--- config.mk ---
export PLATFORM = sky130hd
export DESIGN_NAME = cv32e41s_pmp_arbiter
export DESIGN_NICKNAME = d
export VERILOG_FILES = /design/src/rtl/cv32e41s_pmp_arbiter_pkg.sv /design/src/rtl/cv32e41s_pmp_arb_rr.sv /design/src/rtl/cv32e41s_pmp_arbiter.sv
export SDC_FILE = /design/constraint.sdc
export NUM_CORES = 1
export LEC_CHECK = 0
export ABC_AREA = 1
export ABC_CLOCK_PERIOD_IN_PS = 2990
export CAP_MARGIN = 20
export CORE_MARGIN = 1.5
export CORE_UTILIZATION = 39
export DETAILED_ROUTE_END_ITERATION = 8
export GPL_TIMING_DRIVEN = 0
export PLACE_DENSITY = 0.89
export SYNTH_ARGS = -nofsm -noshare
export SYNTH_HDL_FRONTEND = slang
export SYNTH_SLANG_ARGS = --single-unit
--- constraint.sdc ---
create_clock -name clk -period 2.99 [get_ports clk]
set_clock_uncertainty 0.1 [all_clocks]
set_input_delay 0.598 -clock clk [delete_from_list [all_inputs] [get_ports clk]]
set_output_delay 0.598 -clock clk [all_outputs]
set_load 0.02 [all_outputs]
--- src/rtl/cv32e41s_pmp_arbiter_pkg.sv ---
// ----------------------------------------------------------------------------
// cv32e41s_pmp_arbiter_pkg
//
// Purpose:
//   Shared types and constants for the PMP/PMR checker arbiter. This includes
//   the access-type and privilege-level encodings seen by the checker, the
//   arbiter FSM state type and the registered request record.
//
// Contents:
//   PMP_ARB_NUM_REQ  number of requesters sharing the checker (IF=0, LSU=1)
//   PMP_ARB_ADDR_W   physical address width handled by the checker
//   pmp_req_e        checker access type (EXEC/READ/WRITE)
//   privlvl_t        RISC-V privilege level encoding
//   pmp_arb_state_e  arbiter FSM state
//   pmp_arb_req_t    registered request driven onto the checker
//   pmp_arb_onehot() owner index -> one-hot requester vector
// ----------------------------------------------------------------------------
package cv32e41s_pmp_arbiter_pkg;

  localparam int PMP_ARB_NUM_REQ = 2;
  localparam int PMP_ARB_ADDR_W  = 34;

  typedef enum logic [1:0] {
    PMP_EXEC  = 2'b00,
    PMP_READ  = 2'b01,
    PMP_WRITE = 2'b10
  } pmp_req_e;

  typedef enum logic [1:0] {
    PRIV_LVL_U = 2'b00,
    PRIV_LVL_S = 2'b01,
    PRIV_LVL_H = 2'b10,
    PRIV_LVL_M = 2'b11
  } privlvl_t;

  typedef enum logic {
    PMP_ARB_IDLE,
    PMP_ARB_CHECK
  } pmp_arb_state_e;

  typedef struct packed {
    logic [PMP_ARB_ADDR_W-1:0] addr;
    pmp_req_e                  req_type;
    privlvl_t                  priv;
    logic                      dbg_region;
    logic                      owner;
  } pmp_arb_req_t;

  // Converts the registered owner index into the per-requester pulse vector.
  function automatic logic [PMP_ARB_NUM_REQ-1:0] pmp_arb_onehot(input logic owner);
    logic [PMP_ARB_NUM_REQ-1:0] vec;
    vec        = '0;
    vec[owner] = 1'b1;
    return vec;
  endfunction

endpackage

--- src/rtl/cv32e41s_pmp_arb_rr.sv ---
// ----------------------------------------------------------------------------
// cv32e41s_pmp_arb_rr
//
// Purpose:
//   Two-way round-robin picker. A lone valid requester always wins; when both
//   are valid the requester that did not win last time is selected.
//
// Ports:
//   valid_i    in   2  request valid per requester
//   rr_last_i  in   1  index of the requester granted most recently
//   gnt_o      out  2  one-hot grant (all zero when nothing is valid)
// ----------------------------------------------------------------------------
module cv32e41s_pmp_arb_rr
  import cv32e41s_pmp_arbiter_pkg::*;
(
  input  logic [PMP_ARB_NUM_REQ-1:0] valid_i,
  input  logic                       rr_last_i,
  output logic [PMP_ARB_NUM_REQ-1:0] gnt_o
);

  // On a tie, hand the grant to the requester that was not served last.
  always_comb begin
    gnt_o = valid_i;
    if (valid_i == 2'b11) begin
      gnt_o = rr_last_i ? 2'b01 : 2'b10;
    end
  end

endmodule

--- src/rtl/cv32e41s_pmp_arbiter.sv ---
// ----------------------------------------------------------------------------
// cv32e41s_pmp_arbiter
//
// Purpose:
//   Shares one combinational PMP/PMR checker between the IF stage (req 0,
//   execute accesses) and the LSU (req 1, read/write accesses). A request is
//   granted in IDLE, registered, presented to the checker for one cycle in
//   CHECK, and the checker result is returned as a one-cycle response pulse
//   to the owning requester. Accept in cycle N gives a response in N+2.
//
// Parameters:
//   RESET_PRIO   requester winning the first tie after reset (0=IF, 1=LSU)
//   FAULT_CNT_W  width of each per-requester fault counter
//
// Ports:
//   clk, rst            clock, asynchronous active-high reset
//   req_valid_i[2]      request valid per requester
//   req_ready_o[2]      request accepted (at most one bit set)
//   req_addr_i[2][34]   request address
//   req_type_i[2][2]    access type (pmp_req_e)
//   req_priv_i[2][2]    privilege level (privlvl_t)
//   req_dbg_region_i[2] access targets the Debug Module region
//   resp_valid_o[2]     one-cycle response pulse to the owner
//   resp_err_o          fault flag of the pulsing response (held otherwise)
//   resp_addr_o[34]     relocated address of the pulsing response (held)
//   flush_i             discard the in-flight check
//   csr_pmp_upd_i       PMP/PMR CSRs written this cycle; re-check next cycle
//   chk_*_o             request fields driven to the checker (0 in IDLE)
//   chk_err_i           checker fault result
//   chk_reloc_addr_i    checker relocated address
//   fault_cnt_o[2][W]   saturating per-requester fault count
//
// Configuration:
//   CV32E41S_PMP_ARB_FAULT_CNT_EN  when defined, fault_cnt_o counts faulting
//                                  responses per requester; otherwise it is
//                                  tied to zero and no counter flops exist.
// ----------------------------------------------------------------------------
module cv32e41s_pmp_arbiter
  import cv32e41s_pmp_arbiter_pkg::*;
#(
  parameter int RESET_PRIO  = 0,
  parameter int FAULT_CNT_W = 16
) (
  input  logic                                              clk,
  input  logic                                              rst,
  input  logic [PMP_ARB_NUM_REQ-1:0]                        req_valid_i,
  output logic [PMP_ARB_NUM_REQ-1:0]                        req_ready_o,
  input  logic [PMP_ARB_NUM_REQ-1:0][PMP_ARB_ADDR_W-1:0]    req_addr_i,
  input  logic [PMP_ARB_NUM_REQ-1:0][1:0]                   req_type_i,
  input  logic [PMP_ARB_NUM_REQ-1:0][1:0]                   req_priv_i,
  input  logic [PMP_ARB_NUM_REQ-1:0]                        req_dbg_region_i,
  output logic [PMP_ARB_NUM_REQ-1:0]                        resp_valid_o,
  output logic                                              resp_err_o,
  output logic [PMP_ARB_ADDR_W-1:0]                         resp_addr_o,
  input  logic                                              flush_i,
  input  logic                                              csr_pmp_upd_i,
  output logic [PMP_ARB_ADDR_W-1:0]                         chk_addr_o,
  output logic [1:0]                                        chk_type_o,
  output logic [1:0]                                        chk_priv_o,
  output logic                                              chk_dbg_region_o,
  input  logic                                              chk_err_i,
  input  logic [PMP_ARB_ADDR_W-1:0]                         chk_reloc_addr_i,
  output logic [PMP_ARB_NUM_REQ-1:0][FAULT_CNT_W-1:0]       fault_cnt_o
);

  // rr_last starts on the requester that should lose the first tie.
  localparam logic RR_LAST_RST = (RESET_PRIO == 0) ? 1'b1 : 1'b0;

  pmp_arb_state_e                state_q, state_d;
  logic                          rr_last_q, rr_last_d;
  pmp_arb_req_t                  req_q, req_d;
  logic [PMP_ARB_NUM_REQ-1:0]    resp_valid_q, resp_valid_d;
  logic                          resp_err_q, resp_err_d;
  logic [PMP_ARB_ADDR_W-1:0]     resp_addr_q, resp_addr_d;

  logic [PMP_ARB_NUM_REQ-1:0]    gnt;
  logic                          gnt_owner;

  cv32e41s_pmp_arb_rr u_rr (
    .valid_i   (req_valid_i),
    .rr_last_i (rr_last_q),
    .gnt_o     (gnt)
  );

  // The grant is one-hot, so its upper bit is the winning requester index.
  assign gnt_owner = gnt[1];

  // Next-state and output logic. In IDLE the grant is combinational so the
  // requester sees ready in the accepting cycle. In CHECK flush beats a CSR
  // update, and a CSR update holds the check for one more cycle so the
  // result reflects the newly written PMP/PMR configuration.
  always_comb begin
    state_d          = state_q;
    rr_last_d        = rr_last_q;
    req_d            = req_q;
    resp_valid_d     = '0;
    resp_err_d       = resp_err_q;
    resp_addr_d      = resp_addr_q;
    req_ready_o      = '0;
    chk_addr_o       = '0;
    chk_type_o       = '0;
    chk_priv_o       = '0;
    chk_dbg_region_o = 1'b0;

    case (state_q)
      PMP_ARB_IDLE: begin
        if (|req_valid_i) begin
          req_ready_o      = gnt;
          req_d.addr       = req_addr_i[gnt_owner];
          req_d.req_type   = pmp_req_e'(req_type_i[gnt_owner]);
          req_d.priv       = privlvl_t'(req_priv_i[gnt_owner]);
          req_d.dbg_region = req_dbg_region_i[gnt_owner];
          req_d.owner      = gnt_owner;
          rr_last_d        = gnt_owner;
          state_d          = PMP_ARB_CHECK;
        end
      end

      PMP_ARB_CHECK: begin
        chk_addr_o       = req_q.addr;
        chk_type_o       = req_q.req_type;
        chk_priv_o       = req_q.priv;
        chk_dbg_region_o = req_q.dbg_region;
        if (flush_i) begin
          state_d = PMP_ARB_IDLE;
        end else if (!csr_pmp_upd_i) begin
          resp_valid_d = pmp_arb_onehot(req_q.owner);
          resp_err_d   = chk_err_i;
          resp_addr_d  = chk_reloc_addr_i;
          state_d      = PMP_ARB_IDLE;
        end
      end

      default: begin
        state_d = PMP_ARB_IDLE;
      end
    endcase
  end

  // State, round-robin pointer, request register and response register.
  always_ff @(posedge clk or posedge rst) begin
    if (rst) begin
      state_q      <= PMP_ARB_IDLE;
      rr_last_q    <= RR_LAST_RST;
      req_q        <= '0;
      resp_valid_q <= '0;
      resp_err_q   <= 1'b0;
      resp_addr_q  <= '0;
    end else begin
      state_q      <= state_d;
      rr_last_q    <= rr_last_d;
      req_q        <= req_d;
      resp_valid_q <= resp_valid_d;
      resp_err_q   <= resp_err_d;
      resp_addr_q  <= resp_addr_d;
    end
  end

  assign resp_valid_o = resp_valid_q;
  assign resp_err_o   = resp_err_q;
  assign resp_addr_o  = resp_addr_q;

`ifdef CV32E41S_PMP_ARB_FAULT_CNT_EN
  logic [PMP_ARB_NUM_REQ-1:0][FAULT_CNT_W-1:0] fault_cnt_q, fault_cnt_d;

  // Count faulting responses per owner; counters stick at all-ones. Flushed
  // checks never pulse a response and so are never counted.
  always_comb begin
    fault_cnt_d = fault_cnt_q;
    for (int r = 0; r < PMP_ARB_NUM_REQ; r++) begin
      if (resp_valid_q[r] && resp_err_q && (fault_cnt_q[r] != '1)) begin
        fault_cnt_d[r] = fault_cnt_q[r] + FAULT_CNT_W'(1);
      end
    end
  end

  always_ff @(posedge clk or posedge rst) begin
    if (rst) begin
      fault_cnt_q <= '0;
    end else begin
      fault_cnt_q <= fault_cnt_d;
    end
  end

  assign fault_cnt_o = fault_cnt_q;
`else
  assign fault_cnt_o = '0;
`endif

endmodule

Yosys cells after proc, flatten, opt, wreduce, memory -nomap -nowiden:

Cells that the tools add are included.
W data, S select, Z words.

* bits of input ports: 119
* logic and storage cells: 46
* flip-flop bits (word level): 79
* output and inout port bits: 110

* order comparisons: 3
* eq/ne operators: 1
* bitwise logic cells: 3
* mux-type cells: 25
* reductions and logical operators: 4

Operators by type and width (number)
* $mux W34: 3
* $mux W2: 13
* $mux W1: 7
* $lt A1 B2 Y1 const B: 2
* $not A1 Y1: 3
* $reduce_and A3 Y1: 1
* $eq A2 B2 Y1 const B: 1
* $pmux W1 S2: 1
* $reduce_and A2 Y1: 1
* $reduce_or A2 Y1: 1
* $demux W1 S1: 1
* $ge A1 B1 Y1 const B: 1
* $logic_and A1 B1 Y1: 1

Longest topological paths before layout:

* depth in word-level cells: 7
* gate-level depth with buffers: 6
* depth with buffers taken out: 5

By module:

A second synthesis with hierarchy kept.

* cell total of the unflattened synthesis: 590
* area total of the unflattened synthesis: 4127.7 um2

Modules (own cells, without submodules)
* cv32e41s_pmp_arbiter: seq. area each 1978.1 um2, instances 1, cells each 585, area each 4106.4 um2
* cv32e41s_pmp_arb_rr: seq. area each 0.0 um2, instances 1, cells each 5, area each 21.3 um2

Worst setup path after synthesis:

OpenSTA, ideal clock, no wires.

* path type: input port to output port
* from: input port req_valid_i[1]
* to: output port req_ready_o[0]
* data arrival time: 1287 ps
* stages on the path: 4
* path slack: 1005 ps
* path buffers: 2
* data required time: 2292 ps
* path through: buf_6 o21ai_2 buf_6 a21oi_1

* word-level cells in the longest chain between the ends: 4
* elaborated cells between the ends (all ways): 5
* classes of those cells: eq/ne: 1; mux: 3; reduce/logical: 1

RTL lines
* from (decl): RTL line cv32e41s_pmp_arbiter.sv:46 `input logic [PMP_ARB_NUM_REQ-1:0] req_valid_i,`
* $eq A2 B2 Y1: RTL line cv32e41s_pmp_arb_rr.sv:24 `if (valid_i == 2'b11) begin`
* $mux W2: RTL line cv32e41s_pmp_arb_rr.sv:24
* $mux W2 (*): RTL line cv32e41s_pmp_arbiter.sv:107 `if (|req_valid_i) begin`
* $mux W2 (*): RTL line cv32e41s_pmp_arbiter.sv:105 `case (state_q)`
* to (decl): RTL line cv32e41s_pmp_arbiter.sv:47 `output logic [PMP_ARB_NUM_REQ-1:0] req_ready_o,`

Mark *: on every way between the ends. The rest lies on a longest branch, timed or not.

Final worst setup path:

* from: register state_q
* to: output port chk_addr_o[0]

* word-level cells in the longest chain between the ends: 1

RTL lines
* from (decl): RTL line cv32e41s_pmp_arbiter.sv:69 `pmp_arb_state_e state_q, state_d;`
* from (signal assigned): RTL line cv32e41s_pmp_arbiter.sv:150 `state_q <= state_d;`
* $mux W34: RTL line cv32e41s_pmp_arbiter.sv:105
* to (decl): RTL line cv32e41s_pmp_arbiter.sv:57 `output logic [PMP_ARB_ADDR_W-1:0] chk_addr_o,`

Every way passes these cells.

==> key figures <==
Status
  • Status: finished clean

Power
  • VDD IR max: around 0.32 mV
  • Leak: ~3.3 nW
  • Cell Pwr Density: 681 nW/um2
  • PnR Total Power: 0.00447 W

GRT
  • GRT Residual Overflow: 0
  • Initial antenna violation count: 0
  • Largest net degree at the start of global routing: 45
  • First-pass GRT wire length: 21400 um
  • Via count of the first global-routing pass: 4315
  • Total Routing Usage GR: 24.6%

Setup path
  • Worst Setup End Kind: output pin
  • Worst Path Required: 2.29 ns
  • Worst EP arrival: 2.10 ns
  • Worst Path Class, Setup: reg2out
  • Crit start category: register
  • Crit Path Max Fanout: 10

Finish
  • Final nets: between 800 and 900
  • Share of cells above drive strength 1: 11.8%
  • Antenna diodes: 0
  • Non-filler cells, final: just under 900
  • Area grow syn2layout: 61.7%
  • Fillers: 830

Floorplanning
  • Total core area: slightly above 10000 um2
  • Starting Density: 39.7%
  • Width of the chip: 105 um
  • Die Y: 105 um
  • Row count: 37
  • Total I/O pin count: about 230
  • Total Die Area: 11000 um2

CTS
  • Post-cts hold buffer count: 0
  • Post-cts sizing count: 3
  • CTS Sinks: 79
  • Clock buffer depth: 2
  • Root Driver: clkbuf_8
  • Later-pin clock latency in the skew report: about 0.35 ns
  • CTS tree: yes
  • CTS Buf Count: 9
  • Postcts setup bufs: 0
  • Clock-pin slew on the worst setup and hold paths: 0.08 ns
  • H-tree level count: 3

Logic synthesis
  • Count leader, synth: nand2_1
  • Area contributors post-synth: dfrtp_1 48%, nand2_1 14%, nand3_1 14%, buf_4 6.5%, nand4_1 6.0%
  • Sequential area share after synthesis: 48.7%
  • Yosys reg bits: 79
  • Synth unique cells: 19
  • Synth cell count leaders: 154 x nand2_1, 113 x nand3_1, 78 x dfrtp_1
  • Avg Cell Area, Syn: 7.93 um2
  • EDFF count, synth: 0
  • Synthesized instance count: 512
  • Warnings from Yosys: 0
  • Top-area cell type share of the netlist area: around half
  • Synth Flop Type: dfrtp_1
  • Async set-or-reset flop fraction in the synthesized netlist: 100%
  • Mapped Area: just over 4000 um2
  • Top cell type by total area after synthesis: dfrtp_1

STA
  • Final Hold Vio Count: 0
  • PnR worst setup slack: 0.188 ns
  • Max Clk Rate: 357 MHz
  • Minimum clock period: 2.80 ns
  • Worst Tran Pin Value: 0.501 ns
  • Final setup viols: 0
  • WHS: 0.320 ns
  • RSZ-0062 raised after global routing: no
  • Final Cycle Share: 93.7%
  • Rel. slew slack: 66.6%
  • Final slew viol count: 0

Routing
  • Met2 wire length: 6620 um
  • Vias per inst: between 4 and 5
  • First-pass DRT Iterations: 5
  • Iter 0 DRT Violations: 351
  • WL met3: 1240 um
  • Top sig layer: met4
  • M1 WL: 5230 um
  • Antenna Violating Nets Remaining: 0
  • DRC: 0
  • Routed via count: around 4400
  • WL/cell: 15.0 um
  • Routed WL: about 13000 um

Placed design
  • DP Worst Slack: -0.120 ns
  • IO Port Bufs: 195
  • Dpl hpwl: roughly 10000 um
  • Cells after DPL: 875
  • Final GP Congestion: 0.828

Worst hold path
  • Hold Crit Class: reg2reg

Run
  • Max Cap Viol: 0
[where the power goes]
part	internal, W	switching (W)	leakage, nW
clock	0.000556	0.000410	0.112
sequential	0.00139	0.000182	0.972
combinational	0.000879	0.00106	2.25
[cell usage in the layout, fill, tap and decap left out, drive strengths merged]
cell	n
dlygate4sd2	2
a21oi	1
conb	32
clkinvlp	3
clkbuf	18
nand3	113
clkinv	1
nand2	155
buf	64
bufinv	3
o21ai	2
nor2	7
clkdlybuf4s50	193
dfstp	1
dfrtp	78
inv	43
nand4	39
[metal layers]
metal	track usage [%]	vias up
li1	-	2077
met1	29.9	2050
met5	0	-
met3	5.43	25
met4	8.41	0
met2	42.8	258
[state kept, by name (all words and copies together) (netlist names)]
register,cells
resp_err_o,1
resp_valid_o,2
req_q,40
resp_addr_o,34
state_q,1
rr_last_q,1
[cell type report]
class / instances / area, um2 / share of cell area [%]
Inverter: 43 / 164 / 2.50
Multi-Input combinational cell: 349 / 1570 / 23.9
Sequential cell: 79 / 1980 / 30.1
Clock buffer: 9 / 124 / 1.89
Buffer: 72 / 469 / 7.14
Tap cell: 136 / 170 / 2.59
Clock inverter: 7 / 121 / 1.85
Timing Repair Buffer: 196 / 1970 / 30.0
[through the flow]
step                setup TNS, ns  instance area [um2]  utilization (%)
global route                    0                 6570             64.2
finish                          0                 6570             64.2
detailed placement         -0.159                 6320             61.8
CTS                             0                 6570             64.2
floorplan                       0                 4180                -
global placement           -75.04                 6300             61.6
[critical path, cell delays in order (launching register included)]
cell	delay [ns]
dfrtp_1	0.32
buf_2	0.18
buf_4	0.21
buf_2	0.27
nand2_1	0.11
inv_1	0.07
clkdlybuf4s50_1	0.61
[final timing paths]
path	cells past startpoint	endpoint	slack, ns	start
worst min-delay path	1	resp_valid_o[0]	0.32	req_q[0]
worst min register to register	1	resp_valid_o[0]	0.32	req_q[0]
worst max-delay path	6	chk_addr_o[0]	0.19	state_q
min in group asynchronous	2	req_q[7]	0.53	rst
worst max register to register	5	req_q[11]	1.53	rr_last_q
max in group asynchronous	3	resp_valid_o[1]	1.68	rst
[cell families (layout without fill, tap and decap cells)]
| family | Yosys count | count (layout) | synth area share (%) |
|---|---|---|---|
| buf+inv | 115 | 327 | 15.5 |
| compound gates | 3 | 3 | 0.462 |
| other cells | 1 | 32 | 0.0923 |
| simple gates | 314 | 314 | 35.3 |
| flops | 79 | 79 | 48.7 |
(Power assumes the default switching activity.)
